===== config.mk =====
export PLATFORM = sky130hd
export DESIGN_NAME = reg_write_arb
export DESIGN_NICKNAME = d
export VERILOG_FILES = /design/src/rtl/reg_write_arb.sv
export SDC_FILE = /design/constraint.sdc
export NUM_CORES = 1
export LEC_CHECK = 0
export ABC_AREA = 1
export CORE_ASPECT_RATIO = 1.25
export CORE_MARGIN = 3
export CORE_UTILIZATION = 45
export DETAILED_ROUTE_END_ITERATION = 10
export GPL_TIMING_DRIVEN = 1
export PLACE_DENSITY = 0.65
export REMOVE_ABC_BUFFERS = 1
export SETUP_SLACK_MARGIN = 0.15
export SLEW_MARGIN = 20
export SYNTH_ARGS = -nofsm -noshare
export SYNTH_HDL_FRONTEND = slang
export SYNTH_SLANG_ARGS = --single-unit

===== constraint.sdc =====
create_clock -name clk -period 3.55 [get_ports clk]
set_input_delay 0.355 -clock clk [delete_from_list [all_inputs] [get_ports clk]]
set_output_delay 0.355 -clock clk [all_outputs]
set_load 0.02 [all_outputs]

===== src/rtl/reg_write_arb.sv =====
`default_nettype none
// ============================================================================
//  Module      : reg_write_arb
//  Description : Register-file write-port arbiter. Single-cycle ALU results
//                always win the write port. Long-latency (load, mul/div)
//                results wait in a small FIFO and drain whenever the ALU is
//                idle. When the FIFO is empty they bypass it with the same
//                one-cycle latency. A buffered entry whose destination is
//                overwritten by a winning ALU write is killed, so the stale
//                value never reaches the register file.
//  Ports       : clk, rst                     - clock, synchronous active-high reset
//                alu_we/alu_addr/alu_data     - ALU write request (no backpressure)
//                ext_valid/ext_addr/ext_data  - long-latency write request
//                ext_ready                    - ext request accepted when valid && ready
//                reg_we/reg_addr_3/reg_write  - registered register-file write port
//                fifo_count                   - number of buffered ext entries
//                chk_addr_n/chk_hit_n         - pending-write hazard lookup
//                                               (only with WB_HAZARD_EN)
//  Options     : define WB_HAZARD_EN to add the hazard lookup ports.
//  Revision    : 1.0 - initial release
// ============================================================================
`ifndef N
`define N 31
`endif

module reg_write_arb #(
    parameter int reg_ad     = 4,
    parameter int FIFO_DEPTH = 4
) (
    input  logic                          clk,
    input  logic                          rst,
    input  logic                          alu_we,
    input  logic [reg_ad:0]               alu_addr,
    input  logic [`N:0]                   alu_data,
    input  logic                          ext_valid,
    input  logic [reg_ad:0]               ext_addr,
    input  logic [`N:0]                   ext_data,
    output logic                          ext_ready,
    output logic                          reg_we,
    output logic [reg_ad:0]               reg_addr_3,
    output logic [`N:0]                   reg_write,
`ifdef WB_HAZARD_EN
    input  logic [reg_ad:0]               chk_addr_1,
    input  logic [reg_ad:0]               chk_addr_2,
    output logic                          chk_hit_1,
    output logic                          chk_hit_2,
`endif
    output logic [$clog2(FIFO_DEPTH):0]   fifo_count
);

    localparam int               c_PW   = $clog2(FIFO_DEPTH);
    localparam logic [c_PW:0]    c_FULL = FIFO_DEPTH[c_PW:0];

    logic [reg_ad:0]        r_fifo_addr [FIFO_DEPTH];
    logic [`N:0]            r_fifo_data [FIFO_DEPTH];
    logic [FIFO_DEPTH-1:0]  r_valid;
    logic [FIFO_DEPTH-1:0]  r_kill;
    logic [c_PW-1:0]        r_rd_ptr;
    logic [c_PW-1:0]        r_wr_ptr;
    logic [c_PW:0]          r_count;

    logic                   r_reg_we;
    logic [reg_ad:0]        r_reg_addr;
    logic [`N:0]            r_reg_data;

    logic w_full;
    logic w_empty;
    logic w_ext_acc;
    logic w_alu_win;
    logic w_pop;
    logic w_bypass;
    logic w_push;
    logic w_push_kill;

    assign w_full    = (r_count == c_FULL);
    assign w_empty   = (r_count == '0);
    // A pop in the same cycle does not free a slot for the incoming request.
    assign ext_ready = !w_full && !rst;
    assign w_ext_acc = ext_valid && ext_ready;

    assign w_alu_win = !rst && alu_we && (alu_addr != '0);
    assign w_pop     = !rst && !w_alu_win && !w_empty;
    assign w_bypass  = !rst && !w_alu_win && w_empty && w_ext_acc && (ext_addr != '0);
    // Address-0 ext requests are accepted but dropped here.
    assign w_push    = w_ext_acc && (ext_addr != '0) && !w_bypass;
    // An ext result arriving alongside an ALU write to the same register is
    // the older value, so it enters the FIFO already dead.
    assign w_push_kill = w_alu_win && (alu_addr == ext_addr);

    always_ff @(posedge clk) begin
        if (rst) begin
            r_valid    <= '0;
            r_kill     <= '0;
            r_rd_ptr   <= '0;
            r_wr_ptr   <= '0;
            r_count    <= '0;
            r_reg_we   <= 1'b0;
            r_reg_addr <= '0;
            r_reg_data <= '0;
        end else begin
            r_reg_we <= 1'b0;

            if (w_alu_win) begin
                r_reg_we   <= 1'b1;
                r_reg_addr <= alu_addr;
                r_reg_data <= alu_data;
                for (int i = 0; i < FIFO_DEPTH; i++) begin
                    if (r_valid[i] && (r_fifo_addr[i] == alu_addr)) begin
                        r_kill[i] <= 1'b1;
                    end
                end
            end else if (w_pop) begin
                // Killed entries still drain in order, just without a write.
                if (!r_kill[r_rd_ptr]) begin
                    r_reg_we   <= 1'b1;
                    r_reg_addr <= r_fifo_addr[r_rd_ptr];
                    r_reg_data <= r_fifo_data[r_rd_ptr];
                end
                r_valid[r_rd_ptr] <= 1'b0;
                r_rd_ptr          <= r_rd_ptr + 1'b1;
            end else if (w_bypass) begin
                r_reg_we   <= 1'b1;
                r_reg_addr <= ext_addr;
                r_reg_data <= ext_data;
            end

            // The push slot is never live, so it cannot collide with the
            // kill marking above or with the pop slot.
            if (w_push) begin
                r_fifo_addr[r_wr_ptr] <= ext_addr;
                r_fifo_data[r_wr_ptr] <= ext_data;
                r_valid[r_wr_ptr]     <= 1'b1;
                r_kill[r_wr_ptr]      <= w_push_kill;
                r_wr_ptr              <= r_wr_ptr + 1'b1;
            end

            unique case ({w_push, w_pop})
                2'b10:   r_count <= r_count + 1'b1;
                2'b01:   r_count <= r_count - 1'b1;
                default: r_count <= r_count;
            endcase
        end
    end

    assign reg_we     = r_reg_we;
    assign reg_addr_3 = r_reg_addr;
    assign reg_write  = r_reg_data;
    assign fifo_count = r_count;

`ifdef WB_HAZARD_EN
    logic w_hit_1;
    logic w_hit_2;

    // A register is "pending" while a live, non-killed FIFO entry targets it
    // or while it is being written this cycle.
    always_comb begin
        w_hit_1 = 1'b0;
        w_hit_2 = 1'b0;
        for (int i = 0; i < FIFO_DEPTH; i++) begin
            if (r_valid[i] && !r_kill[i] && (r_fifo_addr[i] == chk_addr_1)) w_hit_1 = 1'b1;
            if (r_valid[i] && !r_kill[i] && (r_fifo_addr[i] == chk_addr_2)) w_hit_2 = 1'b1;
        end
        if (r_reg_we && (r_reg_addr == chk_addr_1)) w_hit_1 = 1'b1;
        if (r_reg_we && (r_reg_addr == chk_addr_2)) w_hit_2 = 1'b1;
        if (chk_addr_1 == '0) w_hit_1 = 1'b0;
        if (chk_addr_2 == '0) w_hit_2 = 1'b0;
    end

    assign chk_hit_1 = w_hit_1;
    assign chk_hit_2 = w_hit_2;
`endif

endmodule

`default_nettype wire


==> metrics.md <==
| Metric | Value |
|---|---|
| Clk buf depth | 3 |
| Max Cap Viol | 0 |
| CP Max Fanout | 10 |
| Final ANT Viol Nets | 0 |
| Std-Cell Rows | slightly above 60 |
| Core area | 0.02244 sq mm |
| H-tree Lvls | 1 |
| GP Congestion | between 0.8 and 0.9 |
| DIE HEIGHT | about 180 um |
| Drt drc | 0 |
| IO buf count | 119 |
| WHS Endpoint | r_valid[3] |
| Routed vias | between 7000 and 8000 |
| Pre-antenna DRT Iters | 4 |
| Max Fclk | roughly 410 MHz |
| Count leader, synth | nand2_1 |
| Post-CTS Setup Bufs | 0 |
| Final setup violation count | 0 |
| Final net count | between 1000 and 1500 |
| Rel. slew slack | 0.4163 |
| Worst path max stage delay | 660 ps |
| Initial antenna violation count | 1 |
| Sequential element share of the synthesized area | 0.5372 |
| P per Cell Area | between 500 and 600 mW/mm^2 |
| Yosys cell types | 37 |
| Die ar. | around 0.025 sq mm |
| R2r worst-path depth | 12 |
| Total clock buffers created by CTS | 22 |
| Slew Viols, Final | 0 |
| Min-Delay Path Class | reg -> reg |
| YS warnings | 0 |
| Crit share post-route | 0.6793 |
| WP data required | 3930 ps |
| Fin Setup TNS | 0 ps |
| Classification of the worst setup path | in -> reg |
| Ant. Diodes | 0 |
| Post-DP HPWL | 14240 um |
| Worst r2r dst | fifo_count[2] |
| Gate Count Post-Synth | about 1200 |
| Main flop type after synthesis | edfxtp_1 |
| Starting Density | 0.4600 |
| Post-synth top area cell | edfxtp_1 |
| Pin slew with the least headroom to its limit | ~870 ps |
| Commonest cells in the netlist | nand2_1 (476), inv_1 (171), edfxtp_1 (148), nand3_1 (109), nor2_1 (66) |
| Clk Latency, worst-skew pair | 500 ps |
| Slowest CP cell | clkdlybuf4s50_1 |
| Routed wire length | around 24000 um |
| Hold path depth | 2 |
| Avg Cell Area, Syn | roughly 8.3 sq um |
| Asr flop ratio synth | 0 |
| # IOs | 120 |
| Total track usage | 0.1937 |
| Dominant cells by area after synthesis | edfxtp_1 (43%), nand2_1 (17%), dfxtp_1 (11%), inv_1 (6.2%), nand3_1 (5.3%) |
| Clock Sinks | approximately 200 |
| Status | finished, final reports clean |
| Crit path DAT | approximately 2800 ps |
| Crit path time final | 2412 ps |
| Die W | roughly 140 um |
| CTS resizes | 0 |
| Iter 0 DRT Violations | about 420 |
| Worst Skew | about 10 ps |
| Area Growth Syn to Fin | 20.05% |
| Largest net degree at the start of global routing | 85 |
| Netlist Area Pre-Place | just over 0.01 sq mm |
| Routed length per instance | 14.64 um |
| Root Buffer | clkbuf_16 |
| Max VDD drop | roughly 0.00037 V |
| Flops & latches, synth | approximately 200 |
| Clk pin slew, worst setup/hold paths | roughly 60 ps |
| Setup repair after global routing missed its margin | false |
| Crit. End Element | flop |
| Final Hold Fails | 0 |
| Share of cells above drive strength 1 | 0.08118 |
| Avg Vias per Cell | 4.768 |
| Leakage power | 0.005606 uW |
| Reg2reg setup slack | between 1000 and 1500 ps |
| CTS hold repair buffers | 0 |
| Global-route wire length before repair | between 30000 and 40000 um |
| Critical path cell sequence | clkdlybuf4s50_1 > nor2_8 > nand3_4 > nand2_4 > inv_4 > nor2_4 > ha_1 > inv_1 > fa_1 > a21oi_1 > o21ai_0 > o21ai_0 > a21oi_1 |
| Worst Setup Start Kind | primary input |
| Final Non-Filler Cells | about 1600 |
| Vias in the first global route | about 7600 |
| EDFF count, synth | 148 |
| Grt ovf | 0 |
| CTS tree | done |
| HP Start | r_valid[3] |
| FF-to-FF Start | fifo_count[1] |
| Synth top area share | 0.4305 |
| Dpl cells | roughly 1600 |
## through the flow
step	cell area (sq um)	worst slack (ps)	hold slack, ps	utilization	total power, uW
2_1_floorplan	9910	35.82	427.4	-	3678
4_1_cts	12390	1171	503.7	0.5522	6512
3_5_place_dp	11680	648.3	492.8	0.5204	4256
3_3_place_gp	11680	663.0	485.9	0.5204	4234
6_report	12390	1138	495.1	0.5522	6454
5_1_grt	12390	931.7	508.3	0.5522	6800
## routing by layer
layer / vias to the layer above / global-route usage / wire (um) / share of wire
met4: 2 / 0.05040 / 513 / 0.021
met2: 179 / 0.3521 / 12280 / 0.51
met5: - / 0 / 13 / 0.00054
met1: 3551 / 0.2399 / 9858 / 0.41
li1: 4033 / - / - / -
met3: 45 / 0.02941 / 1307 / 0.055
## cells by family after synthesis
group                      after synthesis  synth area share
adders and majority gates               10           0.01285
AOI/OAI and AO/OA                       32           0.01733
buffers and inverters                  256            0.1112
xor gates and xnor gates                11          0.009334
and+or+nand+nor                        728            0.3121
DFF                                    203            0.5372
## final cells by class
| class | count | area, sq um |
|---|---|---|
| clock inverters | 11 | 107.6 |
| well taps | 283 | 354.1 |
| fillers | 2056 | 10050 |
| clock buffers | 29 | 608.1 |
| inverters | 195 | 734.5 |
| multi-input cells | 781 | 3671 |
| repair buffers | 136 | 1369 |
| flip-flops and latches | 203 | 5548 |
## layout by cell type, fill, tap and decap left out, drive strengths merged, types with 2 or more instances in the layout
cell type | Yosys | final
nand2 | 480 | 480
inv | 179 | 179
edfxtp | 148 | 148
nand3 | 139 | 139
clkdlybuf4s50 | 0 | 119
nor2 | 71 | 71
dfxtp | 55 | 55
or2 | 32 | 32
clkbuf | 7 | 29
clkinv | 16 | 23
buf | 54 | 17
a21oi | 15 | 15
o21ai | 13 | 13
ha | 9 | 9
xnor2 | 8 | 8
nand4 | 5 | 5
xor2 | 3 | 3
o22ai | 2 | 2
bufinv | 0 | 2
clkinvlp | 0 | 2
## registers in the layout, indices dropped and copies added, names as in the netlist, named ones only
register     count
r_fifo_addr     20
reg_addr_3       5
r_kill           4
r_wr_ptr         2
fifo_count       3
r_rd_ptr         2
reg_we           1
r_fifo_data    128
r_valid          4
reg_write       32
## critical path: cells and delay by family
kind	cells	cell delay [ps]
compound gates	4	480
fa+ha+maj	2	560
buf+inv	3	800
simple gates	4	600
## report_power, final
| part | total, uW | internal (uW) | switching, uW |
|---|---|---|---|
| clock | 2260 | 1350 | 912 |
| sequential | 2750 | 2690 | 65.5 |
| combinational | 1440 | 559 | 880 |
## how the worst max path moves through the flow
stage                     to  cells after the start  slack (ps)        start
2_1_floorplan  reg_addr_3[1]                     11          40         flop
3_3_place_gp   fifo_count[2]                     13         660  alu_addr[3]
3_5_place_dp   fifo_count[2]                     13         650  alu_addr[4]
4_1_cts        fifo_count[2]                     13        1170  alu_addr[4]
5_1_grt        fifo_count[2]                     13         930  alu_addr[4]
6_report       fifo_count[2]                     13        1140  alu_addr[4]
(Power assumes the default switching activity.)
